--- src/rtl/ttl193_driver.sv ---
// ttl193_driver: turns UP/DOWN/LOAD/CLEAR commands into timed strobes for a
// chain of 74193 up/down counters, and synchronises the chain's carry, borrow
// and Q outputs back into the CP domain.
// Optional feature: define TTL193_DRIVER_SHADOW_EN to keep a shadow count that
// is checked against the synchronised chain Q after every completed command.
module ttl193_driver #(
  parameter int WIDTH    = 4,
  parameter int PULSE_LO = 1,
  parameter int PULSE_HI = 1
) (
  input  logic             CP,
  input  logic             MR,
  input  logic             cmd_valid,
  output logic             cmd_ready,
  input  logic [1:0]       cmd_op,
  input  logic [7:0]       cmd_n,
  input  logic [WIDTH-1:0] cmd_data,
  output logic             CPU_out,
  output logic             CPD_out,
  output logic             PL_bar_out,
  output logic             MR_out,
  output logic [WIDTH-1:0] D_out,
  input  logic             TCU_bar_in,
  input  logic             TCD_bar_in,
  input  logic [WIDTH-1:0] Q_in,
  output logic             done,
  output logic             carry_evt,
  output logic             borrow_evt,
  output logic             mismatch
);

  localparam logic [1:0] ST_IDLE = 2'd0;
  localparam logic [1:0] ST_ACT  = 2'd1;
  localparam logic [1:0] ST_REST = 2'd2;

  localparam logic [1:0] OP_UP  = 2'b00;
  localparam logic [1:0] OP_DN  = 2'b01;
  localparam logic [1:0] OP_LD  = 2'b10;
  localparam logic [1:0] OP_CLR = 2'b11;

  localparam logic [3:0] LO_LAST = 4'(PULSE_LO - 1);
  localparam logic [3:0] HI_LAST = 4'(PULSE_HI - 1);

  // strobe bundle order: {CPU, CPD, PL_bar, MR}
  localparam logic [3:0] STRB_IDLE = 4'b1110;

  logic [1:0] state;
  logic [1:0] op_q;
  logic [7:0] rem;
  logic [3:0] tmr;
  logic [3:0] strb;
  logic       cmpl;
  logic       accept;
  logic       n_zero;
  logic       act_end;
  logic       rest_end;

  // Active strobe pattern for each op; exactly one line leaves its idle level.
  function automatic logic [3:0] strb_for(input logic [1:0] op);
    case (op)
      OP_UP:   return 4'b0110;
      OP_DN:   return 4'b1010;
      OP_LD:   return 4'b1100;
      default: return 4'b1111;
    endcase
  endfunction

  assign cmd_ready = (state == ST_IDLE);
  assign accept    = cmd_valid & cmd_ready;
  assign n_zero    = ~cmd_op[1] & (cmd_n == 8'd0);
  assign act_end   = (state == ST_ACT)  && (tmr == LO_LAST);
  assign rest_end  = (state == ST_REST) && (tmr == HI_LAST);

  assign {CPU_out, CPD_out, PL_bar_out, MR_out} = strb;

  // Command FSM; strobes are flops so reset drops them inactive immediately.
  always_ff @(posedge CP or posedge MR) begin
    if (MR) begin
      state <= ST_IDLE;
      op_q  <= OP_UP;
      rem   <= '0;
      tmr   <= '0;
      strb  <= STRB_IDLE;
      cmpl  <= 1'b0;
      D_out <= '0;
    end else begin
      cmpl <= 1'b0;
      case (state)
        ST_IDLE: begin
          if (accept) begin
            op_q <= cmd_op;
            rem  <= cmd_n;
            tmr  <= '0;
            if (cmd_op == OP_LD) D_out <= cmd_data;
            if (n_zero) begin
              cmpl <= 1'b1;
            end else begin
              state <= ST_ACT;
              strb  <= strb_for(cmd_op);
            end
          end
        end
        ST_ACT: begin
          if (act_end) begin
            // strobe release is the counting edge seen by the chain
            state <= ST_REST;
            tmr   <= '0;
            strb  <= STRB_IDLE;
            if (!op_q[1]) rem <= rem - 8'd1;
          end else begin
            tmr <= tmr + 4'd1;
          end
        end
        ST_REST: begin
          if (rest_end) begin
            tmr <= '0;
            if (!op_q[1] && (rem != 8'd0)) begin
              state <= ST_ACT;
              strb  <= strb_for(op_q);
            end else begin
              state <= ST_IDLE;
              cmpl  <= 1'b1;
            end
          end else begin
            tmr <= tmr + 4'd1;
          end
        end
        default: begin
          state <= ST_IDLE;
          strb  <= STRB_IDLE;
        end
      endcase
    end
  end

  // done trails completion by one cycle so n=0 and n>0 share the same offset.
  always_ff @(posedge CP or posedge MR) begin
    if (MR) done <= 1'b0;
    else    done <= cmpl;
  end

  logic [1:0] tcu_s;
  logic [1:0] tcd_s;
  logic       tcu_d;
  logic       tcd_d;

  // Two-flop synchronisers on carry/borrow plus falling-edge pulse detect.
  always_ff @(posedge CP or posedge MR) begin
    if (MR) begin
      tcu_s      <= 2'b11;
      tcd_s      <= 2'b11;
      tcu_d      <= 1'b1;
      tcd_d      <= 1'b1;
      carry_evt  <= 1'b0;
      borrow_evt <= 1'b0;
    end else begin
      tcu_s      <= {tcu_s[0], TCU_bar_in};
      tcd_s      <= {tcd_s[0], TCD_bar_in};
      tcu_d      <= tcu_s[1];
      tcd_d      <= tcd_s[1];
      carry_evt  <= tcu_d & ~tcu_s[1];
      borrow_evt <= tcd_d & ~tcd_s[1];
    end
  end

`ifdef TTL193_DRIVER_SHADOW_EN
  logic [WIDTH-1:0] q_s0;
  logic [WIDTH-1:0] q_s1;
  logic [WIDTH-1:0] shadow;
  logic [1:0]       chk_pipe;
  logic             mm_q;

  assign mismatch = mm_q;

  // Shadow follows each counting edge; compare lands three cycles after done,
  // giving the chain Q time to cross the synchroniser.
  always_ff @(posedge CP or posedge MR) begin
    if (MR) begin
      q_s0     <= '0;
      q_s1     <= '0;
      shadow   <= '0;
      chk_pipe <= '0;
      mm_q     <= 1'b0;
    end else begin
      q_s0     <= Q_in;
      q_s1     <= q_s0;
      chk_pipe <= {chk_pipe[0], done};
      if (act_end) begin
        case (op_q)
          OP_UP:   shadow <= shadow + 1'b1;
          OP_DN:   shadow <= shadow - 1'b1;
          OP_LD:   shadow <= D_out;
          default: shadow <= '0;
        endcase
      end
      if (chk_pipe[1] && (q_s1 != shadow)) mm_q <= 1'b1;
    end
  end
`else
  logic unused_q;

  assign unused_q = ^Q_in;
  assign mismatch = 1'b0;
`endif

endmodule

--- config.mk ---
export PLATFORM = sky130hd
export DESIGN_NAME = ttl193_driver
export DESIGN_NICKNAME = d
export VERILOG_FILES = /design/src/rtl/ttl193_driver.sv
export SDC_FILE = /design/constraint.sdc
export NUM_CORES = 1
export LEC_CHECK = 0
export ABC_AREA = 1
export ABC_CLOCK_PERIOD_IN_PS = 1900
export CORE_MARGIN = 1.5
export CORE_UTILIZATION = 39
export CTS_BUF_LIST = sky130_fd_sc_hd__clkbuf_4 sky130_fd_sc_hd__clkbuf_8
export CTS_CLUSTER_DIAMETER = 200
export DETAILED_ROUTE_END_ITERATION = 12
export PLACE_DENSITY_LB_ADDON = 0.2
export SYNTH_ARGS = -nofsm -noshare
export SYNTH_HDL_FRONTEND = slang
export SYNTH_SLANG_ARGS = --single-unit
--- constraint.sdc ---
create_clock -name CP -period 1.9 [get_ports CP]
set_input_delay 0.19 -clock CP [delete_from_list [all_inputs] [get_ports CP]]
set_output_delay 0.19 -clock CP [all_outputs]
set_load 0.01 [all_outputs]
# Yosys cells after proc, flatten, opt, wreduce, memory -nomap -nowiden
# Cells that the tools add are included.
# word_totals
input_bits	23
out_inout_bits	13
word_cells	80
register_bits	34
# classes
n_mux	27
bitwise	7
n_addsub	2
n_reduce_logical	18
eq_ne	12
# op_table
operator	count
4-bit one-hot mux with 3 select lines	4
4-bit two-way mux	8
8-bit two-way mux	3
8-bit one-hot mux with 2 select lines	1
8-bit logical NOT	1
2-bit two-way mux	4
2-bit inequality test (second input constant)	4
4-bit AND reduction	2
8-bit nonzero test	1
8-bit by 1-bit subtractor with 8-bit output (second input constant)	1
2-bit by 1-bit equality test with 1-bit output (second input constant)	3
2-bit equality test (second input constant)	3
2-bit logical NOT	3
2-bit one-hot mux with 3 select lines	1
1-bit two-way mux	5
5-bit AND reduction	1
4-bit by 1-bit adder with 4-bit output (second input constant)	1
1-bit AND	4
4-bit logical NOT	1
2-bit by 1-bit inequality test with 1-bit output (second input constant)	2
2-bit AND reduction	2
1-bit logical AND	3
1-bit NOT	3
3-bit AND reduction	1
other kinds (4)	4

# Logic depth before layout (Yosys ltp)
# Gate-level depths: netlist of run 1.
# logic_depth
ltp_word	5
mapped_depth	10
ltp_nobuf	10

# Worst setup path after synthesis of run 1
# OpenSTA, ideal clock, no wires.
# synth_path
kind	reg-to-reg
start	reg state[0]
end	reg strb[0]
setup_ps	121
synth_period_minus_slack_ps	1552
required_time_ps	1779
stages_incl_launch_ff	10
arrival_ps	1431
path_buffers	0
setup_slack_ps	348
path_cell_list	dfrtp_1 -> inv_1 -> ha_1 -> inv_2 -> nor2_4 -> inv_1 -> nand3_2 -> nor2_2 -> nand2_1 -> nand2_1
# synth_via
elab_chain_cells	4
word_cells_on_any_way	13
classes_between	7 x eq/ne; 1 x mux; 1 x bitwise; 4 x reduce/logical
# synth_rtl
element	line	rtl
from (decl)	47	logic [1:0] state;
from (signal assigned)	79	state <= ST_IDLE;
from (signal assigned)	98	state <= ST_ACT;
from (signal assigned)	106	state <= ST_REST;
2-bit logical NOT *	68	assign cmd_ready = (state == ST_IDLE);
net cmd_ready	14	output logic cmd_ready,
1-bit AND	69	assign accept = cmd_valid & cmd_ready;
2-bit by 1-bit inequality test with 1-bit output (no line)	--	
5-bit AND reduction (no line)	--	
to (signal assigned)	99	strb <= strb_for(cmd_op);
to (signal assigned)	119	strb <= strb_for(op_q);
to (decl)	51	logic [3:0] strb;
# The timed path passes the listed nets; every way through them passes the cells marked *.
# A chain may end at the register's enable or synchronous reset.

# Worst setup path in the final report of run 1
# layout_path
start	reg state[0]
end	out cmd_ready
# layout_via
elab_chain_cells	1
# layout_rtl
element	line
2-bit logical NOT	68
to (decl)	14
# No other way between the ends.

==> qor.txt, run 1 <==
clk root buf -> clkbuf_8
nets -> 281
dpl hpwl -> 2570 um
Layout area overhead -> 29.1%
most common cell in the netlist -> nand2_1
vias in the first global route -> 1358
diode count -> 0
clock buffer depth -> 2
CTS Sinks -> 34
wire per inst -> 11.7 um
Yosys cell types -> 30
worst hold path type -> in2async
via count -> 1468
initial antenna violation count -> 0
chip height -> 71.2 um
vias per cell -> 4.84
FF-to-FF Start -> state[1]
post-layout min period -> 1780 ps
area of the mapped netlist -> 1820 um2
row count -> 24
Async SR Flop Fraction -> 1.00
flop2flop setup slack -> 210 ps
Synth Register Bits -> 34
drt pass-1 iters -> 4
fmax -> 561 MHz
crit-path cells -> inv_1 -> ha_4 -> clkdlybuf4s50_1
RSZ-0062 raised after global routing -> false
LEAKAGE -> 1.12 nW
DR DRC count -> 0
# Post-CTS Setup Buffers -> 0
VDD IR max -> 1.14 mV
PD cells -> 1540 nW/um2
Die X-Extent -> 71.2 um
Fin Setup TNS -> 0 ps
Mapped Nets -> 243
syn avg cell area -> 8.56 um2
Worst Path Arrival -> 1590 ps
Startpoint Class -> register
Final Cycle Share -> 0.939
sequential share of the synthesized area -> 0.475
CP peak stage delay -> 560 ps
Worst-Skew Late Latency -> 290 ps
die area -> 5070 um2
Worst Reg-to-Reg Cells -> 9
clock slew at reported path FFs -> 80 ps
Crit Path Class -> reg2out
Synth top area share -> 0.345
GRT Total Usage -> 0.155
ANT nets after route -> 0
Pins Over Slew Limit -> 0
smallest setup slack after layout -> 117 ps
total congestion overflow -> 0
Final Hold Viols -> 0
Synth Instances -> 212
CTS H-tree depth -> 2
cell accounting for the most synthesized area -> dfrtp_1
routed wire length -> 3550 um
Synth warnings -> 0
# port buffers -> 30
number of synthesized flops with an enable pin -> 0
final hold slack -> 284 ps
pre-CTS WS -> 202 ps
# IOs -> 36
Final Total Pwr -> 3.60 mW
CTS buffer count -> 5
Area contributors post-synth -> dfrtp_1 34%, dfstp_2 13%, nand2_1 9.7%
Finish-stage setup viols -> 0
status -> finished, final reports clean
Synth top cells by count -> 47 x nand2_1, 27 x inv_1, 25 x dfrtp_1, 24 x o21ai_0, 21 x nor2_1
gpl congestion -> 0.941
Clock Skew -> 9.34 ps
CP max-delay cell -> clkdlybuf4s50_1
reg-to-reg critical path endpoint -> rem[7]
initial DRC count -> 77
layout cells sized above 1 -> 0.159
Worst setup EP type -> output port
Primary FF master, synth -> dfrtp_1
crit-path max FO -> 9
Core ar. -> 4410 um2
CTS tree -> built
Starting Density -> 0.411
first-pass GRT wire length -> 6120 um
pin count of the biggest net entering global routing -> 35
max cap viols -> 0
Req. time, crit path -> 1710 ps
==> cell type report <==
| cell class | count | area, um2 |
|---|---|---|
| clock buffer | 5 | 68.8 |
| fill | 412 | 2070 |
| sequential | 34 | 862 |
| inverter | 29 | 109 |
| clock inverter | 3 | 68.8 |
| timing repair buffer | 34 | 330 |
| multi-input combinational | 146 | 840 |
| tap | 52 | 65.1 |
==> power breakdown <==
group | switching, mW | internal (mW)
sequential | 0.162 | 0.988
clock | 0.280 | 0.526
combinational | 0.932 | 0.715
total | 1.38 | 2.23
==> how the worst max path moves through the flow <==
stage	from	endpoint	slack (ps)	depth (start not counted)
2_1_floorplan	state[0]	strb[0]	350	9
3_3_place_gp	state[0]	rem[7]	220	9
3_5_place_dp	state[0]	rem[7]	200	9
4_1_cts	state[0]	cmd_ready	30	3
5_1_grt	state[1]	rem[7]	10	9
6_report	state[0]	cmd_ready	120	3
==> repair_timing <==
item                       in CTS  in global routing
gates cloned                    0                  0
gates resized for setup         1                  1
hold buffers                    0                  0
setup endpoints to repair       1                  1
==> registers in the layout, indices dropped and copies added (netlist names), 2 cells and up <==
name / cells
rem: 8
D_out: 4
strb: 4
tmr: 4
op_q: 2
state: 2
tcd_s: 2
tcu_s: 2
==> worst max-delay path: cells and delay by family, from the launching register on <==
kind                       cells  cell delay [ps]
buffers and inverters          2              690
adders and majority gates      1              210
DFF                            1              410
==> per-stage QoR <==
step                      instances  cell area, um2  utilization
after global placement          295            2190        0.497
final                           303            2340        0.531
after detailed placement        295            2190        0.497
after CTS                       303            2330        0.529
after global routing            303            2340        0.531
after floorplan                 212            1820            -
==> placed cells by master (no fill, tap or decap), types with 2 or more instances in the layout <==
cell / netlist / layout
nand2_1: 47 / 47
clkdlybuf4s50_1: 0 / 30
inv_1: 27 / 27
dfrtp_1: 25 / 25
o21ai_0: 24 / 24
nor2_1: 21 / 21
dfstp_2: 9 / 9
nand3_1: 8 / 8
ha_1: 8 / 7
clkbuf_8: 0 / 5
o21bai_1: 4 / 4
o2111ai_1: 4 / 4
mux2_2: 4 / 4
buf_4: 1 / 4
nor2_4: 3 / 3
nor2_2: 3 / 3
nand2_2: 3 / 3
nor3_1: 2 / 2
inv_2: 2 / 2
xor2_1: 2 / 2
a21oi_1: 2 / 2
nand4_1: 2 / 2
bufinv_16: 0 / 2
==> kinds of logic (layout without fill, tap and decap cells) <==
family,Yosys count,count (layout),share of synthesized area
AOI/OAI and AO/OA,38,38,0.127
xor gates and xnor gates,3,3,0.0145
adders and majority gates,8,8,0.0551
buffers and inverters,32,71,0.0696
DFF,34,34,0.475
muxes,4,4,0.0248
other,1,1,0.00207
and+or+nand+nor,92,92,0.232
==> metal layers <==
layer	wire length, um	track usage	vias to the layer above
met2	1610	0.241	33
met3	203	0.0450	6
met4	77	0.0818	0
met5	0	0	-
met1	1650	0.197	672
li1	-	-	757
Note: power is estimated with default switching activity, not from simulation.
==> run 2: changes to the inputs <==
--- a/config.mk
+++ b/config.mk
@@ -8,4 +8,5 @@
 export ABC_AREA = 1
 export ABC_CLOCK_PERIOD_IN_PS = 1900
+export CORE_ASPECT_RATIO = 1.75
 export CORE_MARGIN = 1.5
 export CORE_UTILIZATION = 39
==> constraint.sdc (replaced) <==
create_clock -name CP -period 1.9 [get_ports CP]
set_input_delay 0.285 -clock CP [delete_from_list [all_inputs] [get_ports CP]]
set_output_delay 0.285 -clock CP [all_outputs]
set_load 0.01 [all_outputs]
==> run 2 against run 1 <==
Worst setup slack worse by 31 ps; global-route usage up 1.2 points; non-clock buffer count up 2; final area down 0.43%; highest routed layer unchanged; die area up 0.31%; clock power down 18%; routed wire length up 1.2%; worst hold slack better by 67 ps; final cell count up 0.33%; count of clock-buffer cells in the layout unchanged; maximum frequency down 1.7%.
==> qor.txt, run 2 (synthesized netlist as in run 1, its figures left out) <==
Pins Over Slew Limit -> 0 (unchanged)
LEAKAGE -> 1.11 nW (-0.75%)
diode count -> 0 (unchanged)
flop2flop setup slack -> 180 ps (-30 ps)
Crit Path Class -> reg2out
CTS buffer count -> 5 (unchanged)
routed wire length -> 3590 um (+1.2%)
gpl congestion -> 0.874 (-7.2%)
Final Cycle Share -> 0.955 (+0.0164)
CTS H-tree depth -> 2 (unchanged)
clock buffer depth -> 2 (unchanged)
CP max-delay cell -> clkdlybuf4s50_1
initial DRC count -> 31 (-60%)
Req. time, crit path -> 1620 ps (-90 ps)
wire per inst -> 11.8 um (+0.82%)
most frequent cells in the layout -> 47 x nand2_1, 30 x clkdlybuf4s50_1, 25 x dfrtp_1, 25 x inv_1, 24 x o21ai_0
post-layout min period -> 1810 ps (+31.1 ps)
pin count of the biggest net entering global routing -> 35 (unchanged)
Startpoint Class -> register
row count -> 32 (+33%)
RSZ-0062 raised after global routing -> false
reg-to-reg critical path endpoint -> rem[5]
worst hold path type -> reg2reg
Starting Density -> 0.409 (-0.00278)
DR DRC count -> 0 (unchanged)
Most flops, register -> rem
CP peak stage delay -> 540 ps (-20 ps)
most common cell after layout, fill and taps aside -> nand2_1
Core ar. -> 4440 um2 (+0.68%)
PD cells -> 1500 nW/um2 (-2.5%)
critical path depth in cells -> 3 (unchanged)
initial antenna violation count -> 0 (unchanged)
dpl hpwl -> 2730 um (+6.3%)
layout cells sized above 1 -> 0.174 (+0.0146)
crit-path max FO -> 6 (-3)
CTS Sinks -> 34 (unchanged)
fmax -> 551 MHz (-1.7%)
hold buffers post-CTS -> 0 (unchanged)
total congestion overflow -> 0 (unchanged)
Die X-Extent -> 54.6 um (-23%)
Clock Skew -> 7.09 ps (-2.25 ps)
max cap viols -> 0 (unchanged)
drt pass-1 iters -> 4 (unchanged)
vias per cell -> 4.84 (-0.19%)
# port buffers -> 30 (unchanged)
Critical path origin -> state[0]
crit-path cells -> inv_2 -> ha_4 -> clkdlybuf4s50_1
Worst Reg-to-Reg Cells -> 9 (unchanged)
Worst-Skew Late Latency -> 280 ps (about the same)
Finish-stage setup viols -> 0 (unchanged)
first-pass GRT wire length -> 6220 um (+1.7%)
Setup crit end -> cmd_ready
Worst setup EP type -> output port
via count -> 1470 (+0.14%)
Fin Setup TNS -> 0 ps (unchanged)
CP Buf/Inv Count -> 2 (unchanged)
Layout Utilization -> 0.525 (-0.00584)
vias in the first global route -> 1464 (+7.8%)
status -> finished, final reports clean
max reg flops -> 8 (unchanged)
GRT Total Usage -> 0.168 (+0.0121)
Final Hold Viols -> 0 (unchanged)
ANT nets after route -> 0 (unchanged)
clock slew at reported path FFs -> 70 ps (about the same)
VDD IR max -> 1.21 mV (+6.1%)
FF-to-FF Start -> state[1]
Layout area overhead -> 28.5%
chip height -> 93.3 um (+31%)
clk root buf -> clkbuf_8
Worst Path Arrival -> 1530 ps (-60 ps)
CTS tree -> built
nets -> 283 (+0.71%)
crit-path leading delay family -> buffers and inverters
die area -> 5090 um2 (+0.31%)
# IOs -> 36 (unchanged)
## run 2: metal layers
| layer | up-vias | routed length, um | global-route usage |
|---|---|---|---|
| met1 | 676 | 1500 | 0.185 |
| li1 | 761 | - | - |
| met2 | 29 | 1910 | 0.280 |
| met3 | 4 | 130 | 0.0447 |
| met4 | 0 | 55 | 0.0854 |
| met5 | - | 0 | 0 |
## run 2: worst min path at each step
stage	startpoint	end	slack [ps]	cells past startpoint
6_report	cmpl	done	350	0
3_3_place_gp	cmpl	done	330	0
4_1_cts	cmpl	done	350	0
3_5_place_dp	cmpl	done	340	0
5_1_grt	cmpl	done	360	0
2_1_floorplan	TCD_bar_in	tcd_s[0]	290	0
## run 2: final cells by class
cell class | instances | area, um2
Clock inverter | 3 | 45.0
Sequential cell | 34 | 862
Tap cell | 51 | 63.8
Fill cell | 403 | 2110
Inverter | 29 | 109
Clock buffer | 5 | 68.8
Multi-Input combinational cell | 146 | 840
Timing Repair Buffer | 36 | 345
## run 2: stage by stage
step           total power [mW]  cell area, um2  hold slack [ps]  setup WS (ps)  std cells
5_1_grt                    3.83            2330              357           25.5        304
2_1_floorplan              2.25            1820              289            348        212
3_3_place_gp               2.81            2210              334            138        296
3_5_place_dp               2.83            2210              337           96.9        296
4_1_cts                    3.55            2330              354           34.6        304
6_report                   3.50            2330              351           85.5        304
## run 2: timing repair
| action | in CTS | in global routing |
|---|---|---|
| buffers inserted | 0 | 0 |
| resized for setup | 2 | 2 |
| endpoints found under the hold margin | 0 | 0 |
| endpoints found under the setup margin | 1 | 1 |
| pin swaps | 0 | 0 |
## run 2: worst register-to-register path, delay by kind of cell, from the launching register on
kind / cells / cell delay [ps]
compound gates: 1 / 150
fa+ha+maj: 1 / 280
buf+inv: 3 / 290
flops: 1 / 430
simple gates: 4 / 520
## run 2: report_power, final
| group | total (mW) | switching, mW | internal, mW | leakage, nW |
|---|---|---|---|---|
| Combinational | 1.68 | 0.937 | 0.744 | 0.648 |
| Clock | 0.664 | 0.274 | 0.390 | 0.0504 |
| Sequential | 1.15 | 0.165 | 0.988 | 0.414 |
==> run 3: changes to the inputs <==
- SETUP_SLACK_MARGIN: default -> 0.4
- SLEW_MARGIN: default -> 5
- TNS_END_PERCENT: default -> 20
==> run 3 against run 2 <==
Clock power is 2% higher; worst setup slack gained 210 ps; core utilization up 3.1 points; sequential power barely moved; first-iteration DRC count stayed put; combinational power grew 14%; highest routed layer unchanged; sequential share of layout area fell by 2.0 points; count of clock-buffer cells in the layout stayed put; clock skew is 3.4 ps higher.
==> qor.txt, run 3 (synthesized netlist as in run 1, its figures left out) <==
status -> finished, final reports clean
CTS Sinks -> 34 (unchanged)
RSZ-0062 raised after global routing -> true
DR DRC count -> 0 (unchanged)
max cap viols -> 0 (unchanged)
clk root buf -> clkbuf_8
smallest setup slack after layout -> 291 ps (+206 ps)
fin cells -> 310 (+2.0%)
Startpoint Class -> register
LEAKAGE -> 1.16 nW (+4.5%)
Int Power -> 2.24 mW (+5.6%)
Finish-stage setup viols -> 0 (unchanged)
Req. time, crit path -> 1620 ps (about the same)
chip height -> 93.3 um (unchanged)
clock slew at reported path FFs -> 80 ps (about the same)
clock share of power -> 0.181 (-0.009)
crit-path max FO -> 7 (+1)
Final Total Pwr -> 3.75 mW (+7.3%)
sw power -> 1.51 mW (+9.9%)
CTS tree -> built
combinational power share -> 0.509 (+0.028)
Starting Density -> 0.409 (unchanged)
max reg flops -> 8 (unchanged)
wire per inst -> 12.7 um (+7.9%)
drt pass-1 iters -> 4 (unchanged)
Fin Setup TNS -> 0 ps (unchanged)
most frequent cells in the layout -> 46 x nand2_1, 26 x clkdlybuf4s50_1, 25 x dfrtp_1
CTS H-tree depth -> 2 (unchanged)
Worst setup EP type -> output port
Crit Path Class -> reg2out
via count -> 1541 (+4.8%)
sequential power share -> 0.311 (-0.019)
pre-CTS WS -> 137 ps (+39.9 ps)
Placed Cells -> 294 (-0.68%)
Most flops, register -> rem
fmax -> 622 MHz (+13%)
switch share -> 0.403 (+0.00950)
clock buffer depth -> 2 (unchanged)
Die X-Extent -> 54.6 um (unchanged)
row count -> 32 (unchanged)
nets -> 289 (+2.1%)
Final Hold Viols -> 0 (unchanged)
# port buffers -> 30 (unchanged)
gpl congestion -> 0.898 (+2.8%)
ANT nets after route -> 0 (unchanged)
Worst Path Arrival -> 1320 ps (-210 ps)
most common cell after layout, fill and taps aside -> nand2_1
vias in the first global route -> 1491 (+1.8%)
Pins Over Slew Limit -> 0 (unchanged)
initial DRC count -> 31 (unchanged)
Worst-Skew Late Latency -> 290 ps (about the same)
VDD IR max -> 1.01 mV (-17%)
Clock Skew -> 10.5 ps (+3.39 ps)
initial antenna violation count -> 0 (unchanged)
post-layout min period -> 1610 ps (-206 ps)
diode count -> 0 (unchanged)
Layout area overhead -> 36.0%
GRT Total Usage -> 0.178 (+0.0108)
pin count of the biggest net entering global routing -> 35 (unchanged)
Final Cycle Share -> 0.847 (-0.108)
total congestion overflow -> 0 (unchanged)
worst hold path type -> reg2reg
# IOs -> 36 (unchanged)
CTS buffer count -> 5 (unchanged)
routed wire length -> 3950 um (+10%)
Core ar. -> 4440 um2 (unchanged)
PD cells -> 1520 nW/um2 (+1.4%)
dpl hpwl -> 2850 um (+4.5%)
die area -> 5090 um2 (unchanged)
first-pass GRT wire length -> 6630 um (+6.5%)
vias per cell -> 4.97 (+2.8%)
hold buffers post-CTS -> 0 (unchanged)
layout cells sized above 1 -> 0.236 (+0.0616)
## run 3: cell count changes in the layout (fill, tap and decap cells not counted), sizes merged
cell / change
clkdlybuf4s50: -4
dlygate4sd2: +2
dlymetal6s2s: +2
buf: +6
## run 3: routing by layer
| layer | share of wire | wire length, um | vias to the layer above | track usage |
|---|---|---|---|---|
| met4 | 0.011 | 45 | 0 | 0.0563 |
| met5 | 0 | 0 | - | 0 |
| met1 | 0.40 | 1600 | 730 | 0.189 |
| met3 | 0.029 | 116 | 4 | 0.0399 |
| li1 | - | - | 778 | - |
| met2 | 0.55 | 2190 | 29 | 0.327 |
## run 3: area by class of cell
type	instances	area, um2
fillers	433	1970
clock buffers	5	68.8
multi-input cells	146	915
flip-flops and latches	34	862
well taps	51	63.8
repair buffers	42	404
inverters	29	111
clock inverters	3	45.0
## run 3: power by group through the flow
stage	sequential, mW	combinational, mW	clock, mW
after global routing	1.19	2.15	0.739
after global placement	1.16	1.64	0
after CTS	1.15	1.83	0.696
after floorplan	1.18	1.08	0
after detailed placement	1.17	1.66	0
final	1.17	1.91	0.678
## run 3: timing repair
item / 4_1_cts / 5_1_grt
pin swaps: 6 / 6
setup buffers: 4 / 4
gates resized for setup: 15 / 16
gates cloned: 0 / 0
endpoints found under the setup margin: 25 / 23
## run 3: path summary, 6_finish.rpt
path | cells after the start | slack [ps] | endpoint | start
min in group asynchronous | 3 | 410 | rem[3] | MR
worst max register to register | 7 | 370 | tmr[3] | state[1]
worst min-delay path | 0 | 350 | done | cmpl
worst max-delay path | 3 | 290 | cmd_ready | state[1]
worst min register to register | 0 | 350 | done | cmpl
max in group asynchronous | 3 | 1140 | strb[3] | MR
## run 3: through the flow
step / instance area [um2] / hold WS, ps / utilization
CTS: 2390 / 360 / 0.538
detailed placement: 2190 / 339 / 0.494
floorplan: 1820 / 289 / -
global route: 2470 / 363 / 0.556
global placement: 2190 / 334 / 0.494
finish: 2470 / 354 / 0.556
## run 3: critical path, stage by stage, from the launching register on
cell and delay [ps]:
dfrtp_1 430, inv_2 120, ha_4 200, dlygate4sd2_1 290
==> patch, RTL diff (settings of run 3) <==
Change the parameter `WIDTH` from 4 to 6.
--- a/src/rtl/ttl193_driver.sv
+++ b/src/rtl/ttl193_driver.sv
@@ -4,7 +4,7 @@
 // Optional feature: define TTL193_DRIVER_SHADOW_EN to keep a shadow count that
 // is checked against the synchronised chain Q after every completed command.
 module ttl193_driver #(
-  parameter int WIDTH    = 4,
+  parameter int WIDTH    = 6,
   parameter int PULSE_LO = 1,
   parameter int PULSE_HI = 1
 ) (
Interface: changed (resized D_out, Q_in and cmd_data); port bits go from 36 to 42. No check against the original RTL was run, so the function may have changed too.
==> patch against run 3 <==
Utilization is 0.81 points lower; total power is 1.2% lower; non-clock buffer count is 7 higher; clock power decreased by 13%; cell area grew 3.4%; fmax is 5.4% higher; area after synthesis rose by 4.5%; sequential cell count rose by 2; setup slack better by 82 ps; via count up 2.8%; routed wire length rose by 0.68%; count of clock-buffer cells in the layout is 2 higher; die area grew 4.3%; critical path type is now reg2reg; critical endpoint is now D_out[5].
==> patch: results (changes against run 3) <==
* Met3 usage at 3.12% (-0.87 points)
* Seq/Total Area, Yosys at 48.1% (+0.57 points)
* Arrival time at the worst endpoint at 1700 ps (+380 ps)
* Pre-CTS worst setup slack at 141 ps (+3.90 ps)
* Clock buf count at 7 (+2)
* Sequential portion of the cell area at 35.7% (+0.85 points)
* Biggest fanout along the worst timing path at 6 (-1)
* Status: completed
* Inverters, non-clock at 30 (+3.4%)
* Part of the total power dissipated in sequential elements at 33.2% (+2.1 points)
* Multi-input combinational cell count at 143 (-2.1%)
* Area of combinational cells with multiple inputs at 902 um2 (-1.4%)
* Post-synthesis share of cell area spent on xor and xnor gates at 1.85% (+0.40 points)
* Core box area at 4670 um2 (+5.0%)
* First DRT Iteration DRCs at 33 (+6.5%)
* Global routing met1 resource utilization at 18.3% (-0.67 points)
* Area share of buffers outside the clock network at 18.0% (+1.6 points)
* Synthesized netlist net count at 247 (+1.6%)
* Vias per cell at 4.98 (+0.20%)
* Number of flip-flops and latches at 36 (+5.9%)
* Global-route total usage across every layer at 16.4% (-1.4 points)
* Global-route wire length before repair at 6780 um (+2.2%)
* Mean instance size in the synthesized netlist at 8.95 um2 (+4.5%)
* LEAKAGE at 0.00120 uW (+3.3%)
* Post-layout net count at 300 (+3.8%)
* Share of layout cells above drive strength 1 at 23.7% (+0.13 points)
* Post-CTS Setup Repair Bufs at 8 (+4)
* Adder-cell area share of the yosys netlist at 5.27% (-0.24 points)
* Internal Power at 2250 uW (+0.26%)
* Number of signal-net buffers in the layout at 49 (+17%)
* Peak VDD IR at 0.734 mV (-27%)
* Via count of the first global-routing pass at 1530 (+2.6%)
* Area fraction in compound gates after synthesis at 12.9% (+0.24 points)
* Fillcell total at 450 (+3.9%)
* Largest incremental delay on the critical path at 400 ps (-30 ps)
* Detailed Place HPWL at 2780 um (-2.5%)
* Count of distinct cell types in the synthesized netlist at 34 (+13%)
[patch: cell count changes after synthesis, moves of 2 or more]
cell                        before  now
sky130_fd_sc_hd__nand2_1        47   36
sky130_fd_sc_hd__nand3_1         8    6
sky130_fd_sc_hd__dfrtp_1        25   27
sky130_fd_sc_hd__o21ai_2         0    2
sky130_fd_sc_hd__mux2_2          4    6
sky130_fd_sc_hd__o21ai_1         0    5
sky130_fd_sc_hd__o2111ai_1       4    2
sky130_fd_sc_hd__inv_1          27   29
[patch: worst paths after layout]
check | startpoint | to | slack [ps] | depth (start not counted)
min in group asynchronous | MR | carry_evt | 410 | 3
hold / removal | cmpl | done | 350 | 0
hold reg to reg | cmpl | done | 350 | 0
setup / recovery | state[1] | D_out[5] | 370 | 7
max in group asynchronous | MR | tcd_d | 1150 | 3
setup reg to reg | state[1] | D_out[5] | 370 | 7
[patch: layer usage]
layer	vias up	part of all wire, %
li1	785	-
met1	761	41
met2	30	54
met3	8	2.9
met4	0	2.3
met5	-	0
